===== config.mk =====
export PLATFORM = sky130hd
export DESIGN_NAME = neuron_integrator_flat
export DESIGN_NICKNAME = d
export VERILOG_FILES = /design/src/rtl/neuron_integrator_if.sv /design/src/rtl/neuron_integrator.sv /design/src/flat_wrapper.sv
export SDC_FILE = /design/constraint.sdc
export NUM_CORES = 1
export LEC_CHECK = 0
export BUFFER_PORTS_ARGS = -buffer_cell sky130_fd_sc_hd__buf_2
export CAP_MARGIN = 15
export CORE_ASPECT_RATIO = 1.5
export CORE_MARGIN = 1.5
export CORE_UTILIZATION = 25
export CTS_CLUSTER_DIAMETER = 50
export DETAILED_ROUTE_END_ITERATION = 7
export GPL_TIMING_DRIVEN = 0
export HOLD_SLACK_MARGIN = 0.1
export SYNTH_ARGS = -nofsm -noshare
export SYNTH_HDL_FRONTEND = slang
export SYNTH_SLANG_ARGS = --single-unit

===== constraint.sdc =====
create_clock -name clk -period 3.85 [get_ports clk]
set_clock_uncertainty 0.1 [all_clocks]
set_input_delay 0.5775 -clock clk [delete_from_list [all_inputs] [get_ports clk]]
set_output_delay 0.5775 -clock clk [all_outputs]
set_load 0.03 [all_outputs]

===== src/rtl/neuron_integrator_if.sv =====
// Axon beat and tick-result bundle between the sweep driver
// and one neuron integrator.
interface neuron_integrator_if #(
  parameter int POT_WIDTH   = 9,
  parameter int NUM_WEIGHTS = 4
);
  localparam int TW = (NUM_WEIGHTS > 1) ? $clog2(NUM_WEIGHTS) : 1;

  logic                        start;
  logic                        axon_valid;
  logic                        axon_spike;
  logic [TW-1:0]               axon_type;
  logic                        connection;
  logic                        busy;
  logic                        done;
  logic                        spike_out;
  logic signed [POT_WIDTH-1:0] potential;

  modport master (
    output start, axon_valid, axon_spike, axon_type, connection,
    input  busy, done, spike_out, potential
  );

  modport slave (
    input  start, axon_valid, axon_spike, axon_type, connection,
    output busy, done, spike_out, potential
  );
endinterface


===== src/rtl/neuron_integrator.sv =====
// RANC neuron: integrates typed weights over one axon sweep,
// then applies leak, threshold, fire and reset once per tick.
module neuron_integrator #(
  parameter int NUM_AXONS    = 256,
  parameter int POT_WIDTH    = 9,
  parameter int WEIGHT_WIDTH = 9,
  parameter int NUM_WEIGHTS  = 4
) (
  input  logic                                clk,
  input  logic                                rst,
  neuron_integrator_if.slave                  bus,
  input  logic [NUM_WEIGHTS*WEIGHT_WIDTH-1:0] weights,
  input  logic signed [WEIGHT_WIDTH-1:0]      leak,
  input  logic signed [POT_WIDTH-1:0]         pos_threshold,
  input  logic signed [POT_WIDTH-1:0]         neg_threshold,
  input  logic signed [POT_WIDTH-1:0]         reset_potential
);
  localparam int CW = $clog2(NUM_AXONS) + 1;
  localparam int SW =
    ((POT_WIDTH > WEIGHT_WIDTH) ? POT_WIDTH : WEIGHT_WIDTH) + 1;
  localparam logic signed [SW-1:0] P_MAX =
    SW'((2 ** (POT_WIDTH - 1)) - 1);
  localparam logic signed [SW-1:0] P_MIN = ~P_MAX;

  typedef enum logic [1:0] {
    S_IDLE,
    S_INTEG,
    S_LEAK,
    S_FIRE
  } state_t;

  state_t                        r_state;
  logic [CW-1:0]                 r_cnt;
  logic signed [POT_WIDTH-1:0]   r_pot;
  logic                          r_busy;
  logic                          r_done;
  logic                          r_spike;

  logic signed [WEIGHT_WIDTH-1:0] w_weight;
  logic signed [WEIGHT_WIDTH-1:0] w_addend;
  logic signed [POT_WIDTH-1:0]    w_sat;
  logic                           w_hit;

  function automatic logic signed [POT_WIDTH-1:0] sat_add(
    input logic signed [POT_WIDTH-1:0]    a,
    input logic signed [WEIGHT_WIDTH-1:0] b
  );
    logic signed [SW-1:0] s;
    s = {{(SW-POT_WIDTH){a[POT_WIDTH-1]}}, a}
      + {{(SW-WEIGHT_WIDTH){b[WEIGHT_WIDTH-1]}}, b};
    if (s > P_MAX) return P_MAX[POT_WIDTH-1:0];
    else if (s < P_MIN) return P_MIN[POT_WIDTH-1:0];
    else return s[POT_WIDTH-1:0];
  endfunction

  always_comb begin
    w_weight = weights[bus.axon_type*WEIGHT_WIDTH +: WEIGHT_WIDTH];
    w_addend = (r_state == S_LEAK) ? leak : w_weight;
    w_sat    = sat_add(r_pot, w_addend);
    w_hit    = bus.axon_valid & bus.axon_spike & bus.connection;
  end

  // The done cycle already sits in IDLE; r_done gates out a start there.
  always_ff @(posedge clk) begin
    if (rst) begin
      r_state <= S_IDLE;
      r_cnt   <= '0;
      r_pot   <= '0;
      r_busy  <= 1'b0;
      r_done  <= 1'b0;
      r_spike <= 1'b0;
    end else begin
      unique case (r_state)
        S_IDLE: begin
          r_done  <= 1'b0;
          r_spike <= 1'b0;
          if (bus.start && !r_done) begin
            r_state <= S_INTEG;
            r_cnt   <= '0;
            r_busy  <= 1'b1;
          end
        end
        S_INTEG: begin
          if (bus.axon_valid) begin
            r_cnt <= r_cnt + 1'b1;
            if (w_hit) r_pot <= w_sat;
            if (r_cnt == CW'(NUM_AXONS - 1)) r_state <= S_LEAK;
          end
        end
        S_LEAK: begin
          r_pot   <= w_sat;
          r_state <= S_FIRE;
        end
        S_FIRE: begin
          r_state <= S_IDLE;
          r_busy  <= 1'b0;
          r_done  <= 1'b1;
          if (r_pot >= pos_threshold) begin
            r_pot   <= reset_potential;
            r_spike <= 1'b1;
          end else if (r_pot < neg_threshold) begin
            r_pot <= neg_threshold;
          end
        end
        default: r_state <= S_IDLE;
      endcase
    end
  end

  assign bus.busy      = r_busy;
  assign bus.done      = r_done;
  assign bus.spike_out = r_spike;
  assign bus.potential = r_pot;
endmodule


===== src/flat_wrapper.sv =====
// flat-port wrapper written by rule: the top's interface ports become plain ports
module neuron_integrator_flat 
#(
  parameter int NUM_AXONS    = 256,
  parameter int POT_WIDTH    = 9,
  parameter int WEIGHT_WIDTH = 9,
  parameter int NUM_WEIGHTS  = 4
)
  (clk, rst, weights, leak, pos_threshold, neg_threshold, reset_potential, bus_start, bus_axon_valid, bus_axon_spike, bus_axon_type, bus_connection, bus_busy, bus_done, bus_spike_out, bus_potential);
  neuron_integrator_if #(.POT_WIDTH(POT_WIDTH), .NUM_WEIGHTS(NUM_WEIGHTS)) bus_i ();
  input  logic clk;
  input  logic rst;
  input  logic [NUM_WEIGHTS*WEIGHT_WIDTH-1:0] weights;
  input  logic signed [WEIGHT_WIDTH-1:0] leak;
  input  logic signed [POT_WIDTH-1:0] pos_threshold;
  input  logic signed [POT_WIDTH-1:0] neg_threshold;
  input  logic signed [POT_WIDTH-1:0] reset_potential;
  input wire logic [$bits(bus_i.start)-1:0] bus_start;
  input wire logic [$bits(bus_i.axon_valid)-1:0] bus_axon_valid;
  input wire logic [$bits(bus_i.axon_spike)-1:0] bus_axon_spike;
  input wire logic [$bits(bus_i.axon_type)-1:0] bus_axon_type;
  input wire logic [$bits(bus_i.connection)-1:0] bus_connection;
  output wire logic [$bits(bus_i.busy)-1:0] bus_busy;
  output wire logic [$bits(bus_i.done)-1:0] bus_done;
  output wire logic [$bits(bus_i.spike_out)-1:0] bus_spike_out;
  output wire logic [$bits(bus_i.potential)-1:0] bus_potential;
  assign bus_i.start = bus_start;
  assign bus_i.axon_valid = bus_axon_valid;
  assign bus_i.axon_spike = bus_axon_spike;
  assign bus_i.axon_type = bus_axon_type;
  assign bus_i.connection = bus_connection;
  assign bus_busy = bus_i.busy;
  assign bus_done = bus_i.done;
  assign bus_spike_out = bus_i.spike_out;
  assign bus_potential = bus_i.potential;
  neuron_integrator #(.NUM_AXONS(NUM_AXONS), .POT_WIDTH(POT_WIDTH), .WEIGHT_WIDTH(WEIGHT_WIDTH), .NUM_WEIGHTS(NUM_WEIGHTS)) u_core (.clk(clk), .rst(rst), .bus(bus_i), .weights(weights), .leak(leak), .pos_threshold(pos_threshold), .neg_threshold(neg_threshold), .reset_potential(reset_potential));
endmodule

==> impl_metrics.env <==
export IMPL_h_tree_depth=1
export IMPL_clk_latency_ns=0.26
export IMPL_maxCapViolCount=0
export IMPL_grt_max_degree=13
export IMPL_hp_class="flop to flop"
export IMPL_cts_buffers=3
export IMPL_ctsResizeCount=0
export IMPL_drv_slew=0
export IMPL_yosys_warnings=0
export IMPL_syn_to_final_growth_pct=26.1
export IMPL_worst_pin_slew_ns=0.576
export IMPL_hold_depth=2
export IMPL_placedCellCount=504
export IMPL_firstDrtPassIters=6
export IMPL_initial_core_util=0.259
export IMPL_die_y_um=126
export IMPL_ys_ff_latch=23
export IMPL_post_dp_cell_area_um2=3110
export IMPL_vias=2556
export IMPL_grt_pass1_vias=2657
export IMPL_drc=3
export IMPL_syn_area_um2=2520
export IMPL_setup_viol=0
export IMPL_final_cell_mix="buf_2, nor2_1, ha_1, inv_1, dfxtp_1"
export IMPL_crit_fanout=9
export IMPL_rsz0062_at_grt="no"
export IMPL_finalNonFillerCells=507
export IMPL_whs_ns=0.381
export IMPL_worst_setup_path_start_kind="input pin"
export IMPL_final_hold_viol_count=0
export IMPL_cts_tree="yes"
export IMPL_status="finished with violations"
export IMPL_async_flop_share=0
export IMPL_core_area_um2=9740
export IMPL_antenna_found_initial=0
export IMPL_synth_distinct_cells=59
export IMPL_postCtsSetupBuffers=0
export IMPL_crit_chain="buf_2 -> mux4_2 -> mux2_2 -> ha_1 -> fa_1 -> a211oi_1 -> o21a_1 -> o211ai_1 -> o211ai_4 -> a31oi_1 -> a211oi_1 -> nor3_1"
export IMPL_cp_common_cell="a211oi_1"
export IMPL_power_density_nw_per_um2=615
export IMPL_ff2ff_setup_slack_ns=0.37
export IMPL_portBuffers=88
export IMPL_rows=44
export IMPL_finalCriticalPeriod_ns=3.55
export IMPL_post_drt_wl_per_cell_um=14.6
export IMPL_holdBufCountCts=0
export IMPL_totalWireLength_um=7420
export IMPL_r2r_cells=12
export IMPL_drive_gt1_frac=0.339
export IMPL_fin_area_um2=3180
export IMPL_crit_family="compound AO/OA/AOI/OAI gates"
export IMPL_clk_pin_slew_ns=0.06
export IMPL_ys_flop_type="dfxtp_1"
export IMPL_rr_endpoint="u_core.bus.potential[7]"
export IMPL_grt_use_total=0.140
export IMPL_cts_sinks=23
export IMPL_power_mw=1.96
export IMPL_cp_slowest_cell="mux4_2"
export IMPL_power_leakage_nw=1.49
export IMPL_cts_buffer_depth=2
export IMPL_antenna_cells=0
export IMPL_multi_input_area_um2=1890
export IMPL_via_per_inst=5.04
export IMPL_tns_ns=0
export IMPL_hpwl_um=6180
export IMPL_post_route_period_util=0.921
export IMPL_cp_data_required_time_ns=3.90
export IMPL_cts_root_buf="clkbuf_16"
export IMPL_postRouteAntennaNets=0
export IMPL_avgSynthCellArea_um2=8.38
export IMPL_fmax_mhz=282
export IMPL_grt_pass1_wl_um=12000
export IMPL_rr_startpoint="u_core.r_state[0]"
export IMPL_seqCellArea_um2=460
export IMPL_worst_path_buf_inv=1
export IMPL_slew_headroom=0.606
export IMPL_die_area_um2=10700
export IMPL_nets=506
export IMPL_hp_start="u_core.bus.busy"
export IMPL_violations="DRC"
export IMPL_ir_worst_vdd_mv=0.208
export IMPL_min_to="u_core.bus.busy"
export IMPL_overflow=0
export IMPL_layout_commonest_cell="buf_2"
export IMPL_synth_edff_count=0
export IMPL_ys_seq_area_frac=0.182
export IMPL_syn_num_nets=414
export IMPL_path_class="input pin to flop"
export IMPL_fillers=1036
export IMPL_die_w_um=85.0
export IMPL_ios=92
export IMPL_syn_inst=301
export IMPL_cp_data_arrival_time_ns=3.59
export IMPL_endpoint_kind="flop"
export IMPL_critical_path_max_stage_delay_ns=0.53
export IMPL_gp_congestion=0.821
export IMPL_drtIter0Drc=58
[cells in the mapped netlist, types with 2 or more instances]
cell      count  area, µm²
xnor2_1       3       26.3
ha_1         32        400
nand2_1      12       45.0
o21ai_0      13       65.1
nand3_1       4       20.0
mux2_2       16        180
mux4_2        9        203
nor2_1       42        158
mux2i_1       2       20.0
buf_6         3       33.8
nor3_1        6       30.0
clkbuf_1      3       11.3
inv_1        28        105
nand3b_1      2       15.0
o211ai_1      2       15.0
a21oi_1      22        110
nand4_1       5       31.3
dfxtp_1      23        460
a21oi_2       3       26.3
and3_1        3       18.8
a31oi_1       6       37.5
xor2_1        4       35.0
o21ai_1       3       15.0
or2b_1        2       15.0
or3_1         2       12.5
a211oi_1      9       67.6
nand2b_1      6       37.5
buf_4         2       15.0
nor2b_1       3       18.8
buf_2         2       10.0
[worst max-delay path by stage]
| stage | slack, ns | startpoint | endpoint | cells after the start |
|---|---|---|---|---|
| 3_5_place_dp | -0.01 | bus_axon_type[0] | u_core.bus.potential[7] | 12 |
| 2_1_floorplan | 0.36 | bus_axon_type[0] | u_core.bus.potential[7] | 12 |
| 6_report | 0.30 | bus_axon_type[0] | u_core.bus.potential[7] | 12 |
| 5_1_grt | 0.1 | bus_axon_type[0] | u_core.bus.potential[7] | 11 |
| 3_3_place_gp | 0.11 | bus_axon_type[0] | u_core.bus.potential[7] | 12 |
| 4_1_cts | 0.17 | u_core.r_state[0] | u_core.bus.potential[7] | 13 |
[worst register-to-register path, delay by kind of cell (launching register included)]
family | cells | cell delay (ns)
muxes | 1 | 0.40
DFF | 1 | 0.35
and+or+nand+nor | 1 | 0.08
AOI/OAI and AO/OA | 6 | 1.20
buffers and inverters | 1 | 0.10
adders and majority gates | 3 | 1.14
[cell families after synthesis]
group	Yosys count	synth area share
mux	28	0.164
fa+ha+maj	33	0.167
compound gates	77	0.205
flops	23	0.182
xor+xnor	7	0.0243
buf+inv	38	0.0694
simple gates	95	0.188
[where the power goes]
group / leakage (nW) / total, mW / switching (mW) / internal [mW]
sequential: 0.188 / 0.373 / 0.0809 / 0.292
combinational: 1.26 / 1.36 / 0.776 / 0.582
clock: 0.0382 / 0.229 / 0.0875 / 0.142
total: 1.49 / 1.96 / 0.944 / 1.02
[sequential cells by signal, summed over array words and instances, names as in the netlist]
signal                cells
u_core.bus.done           1
u_core.bus.spike_out      1
u_core.bus.busy           1
u_core.r_cnt              9
u_core.bus.potential      9
u_core.r_state            2
[per-layer routing]
layer  GRT usage  vias up  share of wire
li1            -     1288              -
met1       0.147     1163           0.38
met2       0.261       85           0.51
met3      0.0210       20          0.056
met4      0.0743        0          0.045
met5           0        -              0
[cell type report]
| class | count | share of cell area |
|---|---|---|
| buffer | 9 | 0.0208 |
| sequential | 23 | 0.145 |
| inverter | 28 | 0.0330 |
| tap | 115 | 0.0452 |
| multi-input combinational | 240 | 0.593 |
| clock buffer | 4 | 0.0248 |
| timing repair buffer | 88 | 0.138 |
[metrics by stage]
| stage | utilization | setup WS (ns) |
|---|---|---|
| CTS | 0.327 | 0.175 |
| global route | 0.327 | 0.0975 |
| detailed placement | 0.319 | -0.0133 |
| global placement | 0.319 | 0.108 |
| finish | 0.327 | 0.302 |
| floorplan | - | 0.356 |
Power figures use the tool's default switching activity.
